`config.mk`:
```
export PLATFORM = sky130hd
export DESIGN_NAME = aes_word_gather
export DESIGN_NICKNAME = d
export VERILOG_FILES = /design/src/rtl/aes_word_gather.sv
export SDC_FILE = /design/constraint.sdc
export NUM_CORES = 1
export LEC_CHECK = 0
export ABC_AREA = 1
export BUFFER_PORTS_ARGS = -buffer_cell sky130_fd_sc_hd__buf_2
export CORE_AREA = 2 2 215 217
export CTS_CLUSTER_SIZE = 30
export DETAILED_ROUTE_END_ITERATION = 8
export DIE_AREA = 0 0 217 219
export PLACE_DENSITY_LB_ADDON = 0.15
export SLEW_MARGIN = 25
export SYNTH_ARGS = -nofsm -noshare
export SYNTH_HDL_FRONTEND = slang
export SYNTH_SLANG_ARGS = --single-unit
```
`constraint.sdc`:
```
create_clock -name clk -period 1.8 [get_ports clk]
set_input_delay 0.54 -clock clk [delete_from_list [all_inputs] [get_ports clk]]
set_output_delay 0.54 -clock clk [all_outputs]
set_load 0.02 [all_outputs]
```
`src/rtl/aes_word_gather.sv`:
```
// aes_word_gather
//   Narrow-to-wide gather register for the AES256 datapath. Packs Beats = NOUT/NIN input beats of
//   NIN words each into one NOUT-word block, with valid/ready on both sides. A second holding slot
//   (the assembly buffer in HOLD) lets a complete block wait while the output slot is stalled.
//
// Ports
//   clk          clock, rising edge
//   resetn       asynchronous active-low reset
//   i_clear      synchronous flush of partial/held data and the output slot (highest priority)
//   i_rev_order  beat order for the block, sampled on its first beat (0: ascending, 1: descending)
//   i_in_valid   input beat valid
//   o_in_ready   input beat accepted when i_in_valid & o_in_ready at the clock edge
//   i_in_data    input beat, word j = i_in_data[j*W +: W]
//   o_out_valid  o_out_data holds a complete block
//   i_out_ready  consumer takes the block when o_out_valid & i_out_ready
//   o_out_data   assembled block, word n = o_out_data[n*W +: W]
//   o_beat_cnt   beats held in the current partial block
//   o_busy       partial data, a held block or a valid output present
module aes_word_gather #(
  parameter int unsigned W     = 8,
  parameter int unsigned NIN   = 4,
  parameter int unsigned NOUT  = 16,
  localparam int unsigned Beats = NOUT / NIN,
  localparam int unsigned CntW  = (Beats > 1) ? $clog2(Beats) : 1
) (
  input  logic                clk,
  input  logic                resetn,
  input  logic                i_clear,
  input  logic                i_rev_order,
  input  logic                i_in_valid,
  output logic                o_in_ready,
  input  logic [NIN*W-1:0]    i_in_data,
  output logic                o_out_valid,
  input  logic                i_out_ready,
  output logic [NOUT*W-1:0]   o_out_data,
  output logic [CntW-1:0]     o_beat_cnt,
  output logic                o_busy
);

  if ((NOUT % NIN) != 0 || NOUT < NIN) begin : g_bad_params
    $error("aes_word_gather: NOUT must be a non-zero multiple of NIN");
  end

  localparam logic [CntW-1:0] LastBeat = CntW'(Beats - 1);

  typedef enum logic [0:0] {StFill, StHold} state_e;

  state_e              r_state, w_state_nxt;
  logic [CntW-1:0]     r_beat_cnt, w_beat_cnt_nxt;
  logic                r_rev, w_rev_nxt;
  logic [NOUT*W-1:0]   r_asm, w_asm_nxt;
  logic [NOUT*W-1:0]   r_out_data, w_out_data_nxt;
  logic                r_out_valid, w_out_valid_nxt;

  logic                w_accept;
  logic                w_order;
  logic [CntW-1:0]     w_slot;
  logic [NOUT*W-1:0]   w_asm_beat;

  assign o_in_ready  = (r_state == StFill) && !i_clear;
  assign w_accept    = i_in_valid && o_in_ready;
  assign o_out_valid = r_out_valid;
  assign o_out_data  = r_out_data;
  assign o_beat_cnt  = r_beat_cnt;
  assign o_busy      = (r_beat_cnt != '0) || (r_state == StHold) || r_out_valid;

  // The first beat of a block uses the live order input; later beats use the sampled copy.
  assign w_order = (r_beat_cnt == '0) ? i_rev_order : r_rev;
  assign w_slot  = w_order ? (LastBeat - r_beat_cnt) : r_beat_cnt;

  // Assembly buffer with the presented beat merged into its slot.
  always_comb begin
    w_asm_beat = r_asm;
    for (int unsigned b = 0; b < Beats; b++) begin
      if (w_slot == CntW'(b)) begin
        w_asm_beat[b*NIN*W +: NIN*W] = i_in_data;
      end
    end
  end

  always_comb begin
    w_state_nxt     = r_state;
    w_beat_cnt_nxt  = r_beat_cnt;
    w_rev_nxt       = r_rev;
    w_asm_nxt       = r_asm;
    w_out_data_nxt  = r_out_data;
    w_out_valid_nxt = r_out_valid;

    if (i_clear) begin
      // Data registers are left untouched; only the control state is flushed.
      w_state_nxt     = StFill;
      w_beat_cnt_nxt  = '0;
      w_out_valid_nxt = 1'b0;
    end else begin
      unique case (r_state)
        StFill: begin
          if (r_out_valid && i_out_ready) begin
            w_out_valid_nxt = 1'b0;
          end
          if (w_accept) begin
            w_asm_nxt = w_asm_beat;
            if (r_beat_cnt == '0) begin
              w_rev_nxt = i_rev_order;
            end
            if (r_beat_cnt == LastBeat) begin
              w_beat_cnt_nxt = '0;
              if (!r_out_valid || i_out_ready) begin
                w_out_data_nxt  = w_asm_beat;
                w_out_valid_nxt = 1'b1;
              end else begin
                w_state_nxt = StHold;
              end
            end else begin
              w_beat_cnt_nxt = r_beat_cnt + CntW'(1);
            end
          end
        end
        StHold: begin
          // Output slot is occupied; move the held block in as soon as the current one leaves.
          if (i_out_ready) begin
            w_out_data_nxt  = r_asm;
            w_out_valid_nxt = 1'b1;
            w_state_nxt     = StFill;
          end
        end
        default: w_state_nxt = StFill;
      endcase
    end
  end

  always_ff @(posedge clk or negedge resetn) begin
    if (!resetn) begin
      r_state     <= StFill;
      r_beat_cnt  <= '0;
      r_rev       <= 1'b0;
      r_asm       <= '0;
      r_out_data  <= '0;
      r_out_valid <= 1'b0;
    end else begin
      r_state     <= w_state_nxt;
      r_beat_cnt  <= w_beat_cnt_nxt;
      r_rev       <= w_rev_nxt;
      r_asm       <= w_asm_nxt;
      r_out_data  <= w_out_data_nxt;
      r_out_valid <= w_out_valid_nxt;
    end
  end

endmodule

```
==> results by group, run 1 <==
Status
  • Status: complete, but fails checks
  • Failing checks: setup timing

Finish
  • FF+latch area: 6535 sq um
  • Multi-input gate area: 9296 sq um
  • Core Util, Final: 46.25%
  • Layout cells sized above 1: 38.32%
  • Fillers: 4,412
  • Area Overhead vs Synth: 55.16%
  • Final nets: 2,236

Clock network
  • TritonCTS buffer count: 34
  • Clock Latency Late Sink: 0.54 ns
  • Clock Tree Buf Depth: 3
  • Clock Tree Root: clkbuf_16
  • CTS tree: built
  • Clock transition at the registers of the reported paths: 0.06 ns
  • Max H-tree Level: 2
  • Clk sinks: 261

Global routing
  • Largest net degree at the start of global routing: 131
  • Initial antenna violation count: 1
  • Global-route wire length before repair: 82,430 um
  • Total track usage: 22.95%
  • Vias in the first global route: 13,216
  • Gr ovfl total: 0

Synth
  • Synth area leaders: dfrtp_1 (49%), nand2_1 (29%), nand3_1 (9.8%), nor2_1 (7.4%), buf_2 (1.9%)
  • Post-Synthesis Cells: 1,979
  • Cell variety after synth: 16
  • Synth top area share: 48.59%
  • Number of synthesis warnings: 0
  • Mapped Avg Cell Area: 6.792 sq um
  • Netlist Area Pre-Place: 13,440 sq um
  • Post-synthesis net count: 2,020
  • Cell taking the most area after synthesis: dfrtp_1
  • Sequential area share after synthesis: 48.59%
  • Synth Register Bits: 261

Floorplanning
  • Die width: 217 um
  • Initial Utilization: 29.81%
  • I/O pin count: 171
  • Core Area: 45,090 sq um
  • Row cnt: 78
  • DIE AREA: 47,520 sq um
  • Die Ht: 219 um

Route
  • Post-DR wirelength/cell: 19.73 um
  • Vias: 13,907
  • Metal-1 WL: 25,620 um
  • DR WL met2: 24,580 um
  • # DRC: 0
  • Final wirelength: 55,630 um
  • Max layer used: met4
  • Routed met3 length: 2991 um
  • Routed Antenna Nets: 0
  • Avg Vias per Cell: 4.933
  • Drt pass-1 iters: 5
  • 1st-iter DRT viols: 908

STA
  • Max Freq: 0.4687 GHz
  • Final setup skew: 0.02584 ns
  • Max Slew Vio Count: 0
  • Final setup violation count: 258
  • Final hold vios: 0
  • Post-route clock period utilization: 118.5%
  • Post-route setup slack: -0.3337 ns
  • Tmin final: 2.134 ns
  • Max-slew headroom: 47.47%
  • Slew @ Worst Pin: 0.7880 ns
  • RSZ-0062 raised after global routing: yes

Setup path
  • CP endpoint kind: output port
  • WP data arrival: 1.59 ns
  • Flop2flop setup slack: -0.26 ns
  • Critical path data required time: 1.26 ns
  • Kind of critical path: register to output port
  • Worst-path fanout max: 2
  • Crit path launch type: register

Run
  • Max cap viols: 0

Placed design
  • Detailed Place HPWL: 31,310 um
  • Dpl ws: -0.1180 ns
  • Port bufs: 170
  • RePlAce Congestion: 0.7764

Power
  • Maximum VDD drop: 0.7439 mV
  • Power per standard cell area: 1334 nW/um^2
  • Total power: 27.81 mW
  • Lkg Pwr: 12.16 nW

Hold path
  • Min-delay worst type: primary input to register
## path summary, 6_finish.rpt
| check | to | cells past startpoint | startpoint |
|---|---|---|---|
| worst max-delay path | o_busy | 7 | o_beat_cnt[0] |
| worst max register to register | o_out_data[125] | 15 | o_beat_cnt[0] |
| worst min register to register | o_out_data[113] | 2 | o_out_data[113] |
| worst min-delay path | o_out_valid | 2 | i_clear |
| min in group asynchronous | o_out_data[84] | 2 | resetn |
| max in group asynchronous | r_state | 3 | resetn |
## critical path, cell delays in order (launching register included)
cell and delay (ns):
dfrtp_2 0.42, inv_2 0.08, ha_4 0.16, inv_4 0.04, buf_6 0.11, nor2_2 0.06, nand2_1 0.07, buf_6 0.13
## registers in the layout, summed over array words and instances, names as in the netlist
signal       count
r_rev            1
o_out_valid      1
o_out_data     128
r_asm          128
r_state          1
o_beat_cnt       2
## final cells by class
class / instances / area share (%)
clock buffers: 54 / 5.022
diodes: 1 / 0.01200
inverters: 8 / 0.2040
flip-flops and latches: 261 / 31.34
well taps: 600 / 3.600
multi-input cells: 1586 / 44.58
repair buffers: 304 / 14.98
clock inverters: 5 / 0.2700
## cells in the final DEF, fill, tap and decap left out, drive strengths merged
cell and count:
buf 299, dfrtp 261, clkbuf 58, nand3 263, o21ai 4, dlygate4sd3 1, a21oi 1, bufinv 1
clkinvlp 1, diode 1, inv 9, clkinv 2, nand2 1049, ha 3, or2 1, nor2 265
## layer usage
metal | vias up | GRT usage [%]
met1 | 6776 | 32.67
met4 | 0 | 9.703
met5 | - | 0
met3 | 99 | 3.687
met2 | 392 | 34.45
li1 | 6640 | -
## metrics by stage
| step | area [sq um] | hold WS, ns | setup TNS, ns | cells |
|---|---|---|---|---|
| floorplan | 13460 | 0.2444 | 0 | 1979 |
| global placement | 15500 | 0.4348 | -8.058 | 2696 |
| detailed placement | 15500 | 0.4362 | -11.22 | 2696 |
| CTS | 18810 | 0.2545 | -28.47 | 2810 |
| global route | 20850 | 0.2806 | -62.26 | 2818 |
| finish | 20850 | 0.2831 | -42.50 | 2819 |
## kinds of logic after synthesis
family                   after synthesis  synth area share, %
adder cells (fa/ha/maj)                3               0.2793
flip-flops                           261                48.59
AND/OR/NAND/NOR                     1578                46.61
buffers and inverters                132                4.329
AO/OA/AOI/OAI                          5               0.1862
## report_power, final
group          internal [mW]  switching (mW)  total, mW
clock                   4.12            2.76       6.88
sequential              7.53            1.77       9.31
combinational           5.01            6.61       11.6
## Yosys cell counts
library cell / n
inv_2: 1
dfrtp_1: 261
inv_1: 7
a21oi_1: 1
ha_1: 3
buf_4: 6
nand2_1: 1048
o21ai_0: 4
nor2_1: 264
buf_1: 8
buf_2: 51
clkbuf_1: 59
or2_2: 1
nand2_2: 1
nand3_1: 263
nor2_4: 1
## what timing repair did
| action | CTS | global route |
|---|---|---|
| endpoints found under the hold margin | 21 | 0 |
| hold buffers | 1 | 0 |
| buffers inserted | 30 | 9 |
| gates resized for setup | 272 | 493 |
| endpoints found under the setup margin | 201 | 260 |
| cloned | 26 | 4 |
| pin swaps | 89 | 223 |
(Power assumes the default switching activity.)
==> run 2: changes to the inputs <==
--- a/config.mk
+++ b/config.mk
@@ -12,6 +12,7 @@
 export DETAILED_ROUTE_END_ITERATION = 8
 export DIE_AREA = 0 0 217 219
 export PLACE_DENSITY_LB_ADDON = 0.15
+export SKIP_CTS_REPAIR_TIMING = 1
 export SLEW_MARGIN = 25
 export SYNTH_ARGS = -nofsm -noshare
 export SYNTH_HDL_FRONTEND = slang
==> results by group, run 2 (synthesized netlist as in run 1, its figures left out) <==
Clock network
  • Clock Tree Buf Depth: 3 (unchanged)
  • Clock Latency Late Sink: 0.54 ns (about the same)
  • Clock transition at the registers of the reported paths: 0.06 ns (about the same)
  • Clock Tree Root: clkbuf_16
  • TritonCTS buffer count: 34 (unchanged)
  • Clk sinks: 261 (unchanged)
  • Max H-tree Level: 2 (unchanged)
  • CTS tree: built

STA
  • Final setup skew: 0.02463 ns (-0.001206 ns)
  • Tmin final: 2.157 ns (+0.02333 ns)
  • Setup TNS: -30.69 ns (+11.80 ns)
  • Max Freq: 0.4636 GHz (-1.1%)
  • Post-route clock period utilization: 119.8% (+1.3 points)
  • Max-slew headroom: 57.61% (+10 points)
  • Post-route setup slack: -0.3570 ns (-0.02333 ns)
  • Max Slew Vio Count: 0 (unchanged)
  • Final setup violation count: 256 (-0.78%)
  • Slew @ Worst Pin: 0.6359 ns (-0.1521 ns)
  • RSZ-0062 raised after global routing: yes
  • Final hold vios: 0 (unchanged)

Placed design
  • RePlAce Congestion: 0.7764 (unchanged)
  • Port bufs: 170 (unchanged)
  • Dpl ws: -0.1180 ns (unchanged)
  • Placed cells: 2,696 (unchanged)
  • Detailed Place HPWL: 31,310 um (unchanged)

Power
  • Maximum VDD drop: 0.7340 mV (-1.3%)
  • Switching share of power: 37.67% (-2.4 points)
  • Seq pwr share: 37.6% (+4.1 points)
  • Lkg Pwr: 10.49 nW (-14%)
  • Clock share of power: 29.2% (+4.5 points)
  • Psw: 8.830 mW (-21%)
  • Comb pwr share: 33.2% (-8.6 points)
  • Int Pwr: 14.61 mW (-12%)
  • Power per standard cell area: 1366 nW/um^2 (+2.4%)

Setup path
  • Critical Path Slowest Stage Cell: dfrtp_2
  • Kind of critical path: register to output port
  • Worst-path fanout max: 3 (+1)
  • Slowest cell delay on critical path: 0.40 ns (-0.02 ns)
  • CP startpoint: o_beat_cnt[1]
  • Critical path data required time: 1.26 ns (about the same)
  • CP endpoint kind: output port
  • Crit path launch type: register
  • Crit-path cells: inv_2, ha_4, inv_4, buf_6, nor2_2, nand2_1, buf_6
  • Cell repeated most along the worst path: buf_6
  • Launch point of the worst reg-to-reg path: o_beat_cnt[1]
  • WP data arrival: 1.62 ns (+0.03 ns)
  • Flop2flop setup slack: -0.24 ns (+0.02 ns)

Route
  • Avg Vias per Cell: 4.829 (-2.1%)
  • 1st-iter DRT viols: 1,100 (+21%)
  • Post-DR wirelength/cell: 18.35 um (-7.0%)
  • Final wirelength: 50,830 um (-8.6%)
  • Drt pass-1 iters: 7 (+2)
  • Vias: 13,376 (-3.8%)
  • Routed Antenna Nets: 0 (unchanged)
  • # DRC: 0 (unchanged)

Floorplanning
  • I/O pin count: 171 (unchanged)
  • Die Ht: 219 um (unchanged)
  • Core Area: 45,090 sq um (unchanged)
  • DIE AREA: 47,520 sq um (unchanged)
  • Die width: 217 um (unchanged)
  • Initial Utilization: 29.81% (unchanged)
  • Row cnt: 78 (unchanged)

Finish
  • Fin cells: 2,770 (-1.7%)
  • Core Util, Final: 38.05% (-8.2 points)
  • Commonest non-fill, non-tap cell in the layout: nand2_1
  • Ant diodes: 0 (-1)
  • Final nets: 2,188 (-2.1%)
  • Fillers: 4,756 (+7.8%)
  • Layout cells sized above 1: 16.41% (-22 points)
  • Area Overhead vs Synth: 27.64%
  • Leading cell types in the layout, fill and taps excluded: nand2_1 (1,032), nor2_1 (263), dfrtp_1 (259), nand3_1 (240), buf_2 (168)

Hold path
  • Min-delay worst type: primary input to register
  • Min-delay src: i_clear

Global routing
  • Gr ovfl total: 0 (unchanged)
  • GRT Max-Usage Layer: met2
  • Vias in the first global route: 12,599 (-4.7%)
  • Total track usage: 21.00% (-1.9 points)
  • Grt met3 use: 3.548% (-0.14 points)
  • Largest net degree at the start of global routing: 131 (unchanged)
  • Met1 global-route usage: 29.73% (-2.9 points)
  • GR Layer Usage met2: 32.23% (-2.2 points)
  • Global-route wire length before repair: 75,930 um (-7.9%)
  • Initial antenna violation count: 1 (unchanged)

Status
  • Status: complete, but fails checks
  • Failing checks: setup timing

Run
  • Max cap viols: 0 (unchanged)
run 2: power groups by stage:
stage                     logic [mW]  clock network [mW]  registers [mW]
after floorplan                 3.86                   0            9.42
after global placement          7.07                   0            8.85
after detailed placement        7.21                   0            8.88
after CTS                       7.24                7.04            8.80
after global routing            8.76                7.24            9.04
final                           7.78                6.85            8.81
run 2: worst max-delay path, delay by kind of cell (launching register included):
kind	cells	cell delay (ns)
DFF	1	0.40
buffers and inverters	4	0.36
adders and majority gates	1	0.16
and+or+nand+nor	2	0.15
run 2: through the flow:
stage	power, mW	area (sq um)	hold slack [ns]
after global routing	25.04	17160	0.2802
after floorplan	13.27	13460	0.2444
final	23.44	17160	0.2841
after CTS	23.09	16610	-0.1411
after global placement	15.93	15500	0.4348
after detailed placement	16.09	15500	0.4362
run 2: area by class of cell:
| class | instances | area [sq um] | area share [%] |
|---|---|---|---|
| timing repair buffer | 256 | 2106 | 12.27 |
| sequential | 261 | 6534 | 38.09 |
| multi-input combinational | 1586 | 6619 | 38.58 |
| tap | 600 | 750.7 | 4.376 |
| clock inverter | 5 | 56.30 | 0.3282 |
| clock buffer | 54 | 1047 | 6.105 |
| inverter | 8 | 42.54 | 0.2480 |
run 2: per-layer routing:
metal  vias to the layer above  routed length, um
met5                         -                  0
met4                         0               1464
met3                        67               3107
met2                       418              22520
met1                      6388              23740
li1                       6503                  -
run 2: final timing paths:
path | to | cells after the start
min in group asynchronous | o_out_data[84] | 2
max | o_busy | 7
min | o_out_valid | 2
min reg2reg | o_out_data[116] | 2
max in group asynchronous | o_beat_cnt[0] | 3
max reg2reg | o_out_data[13] | 13
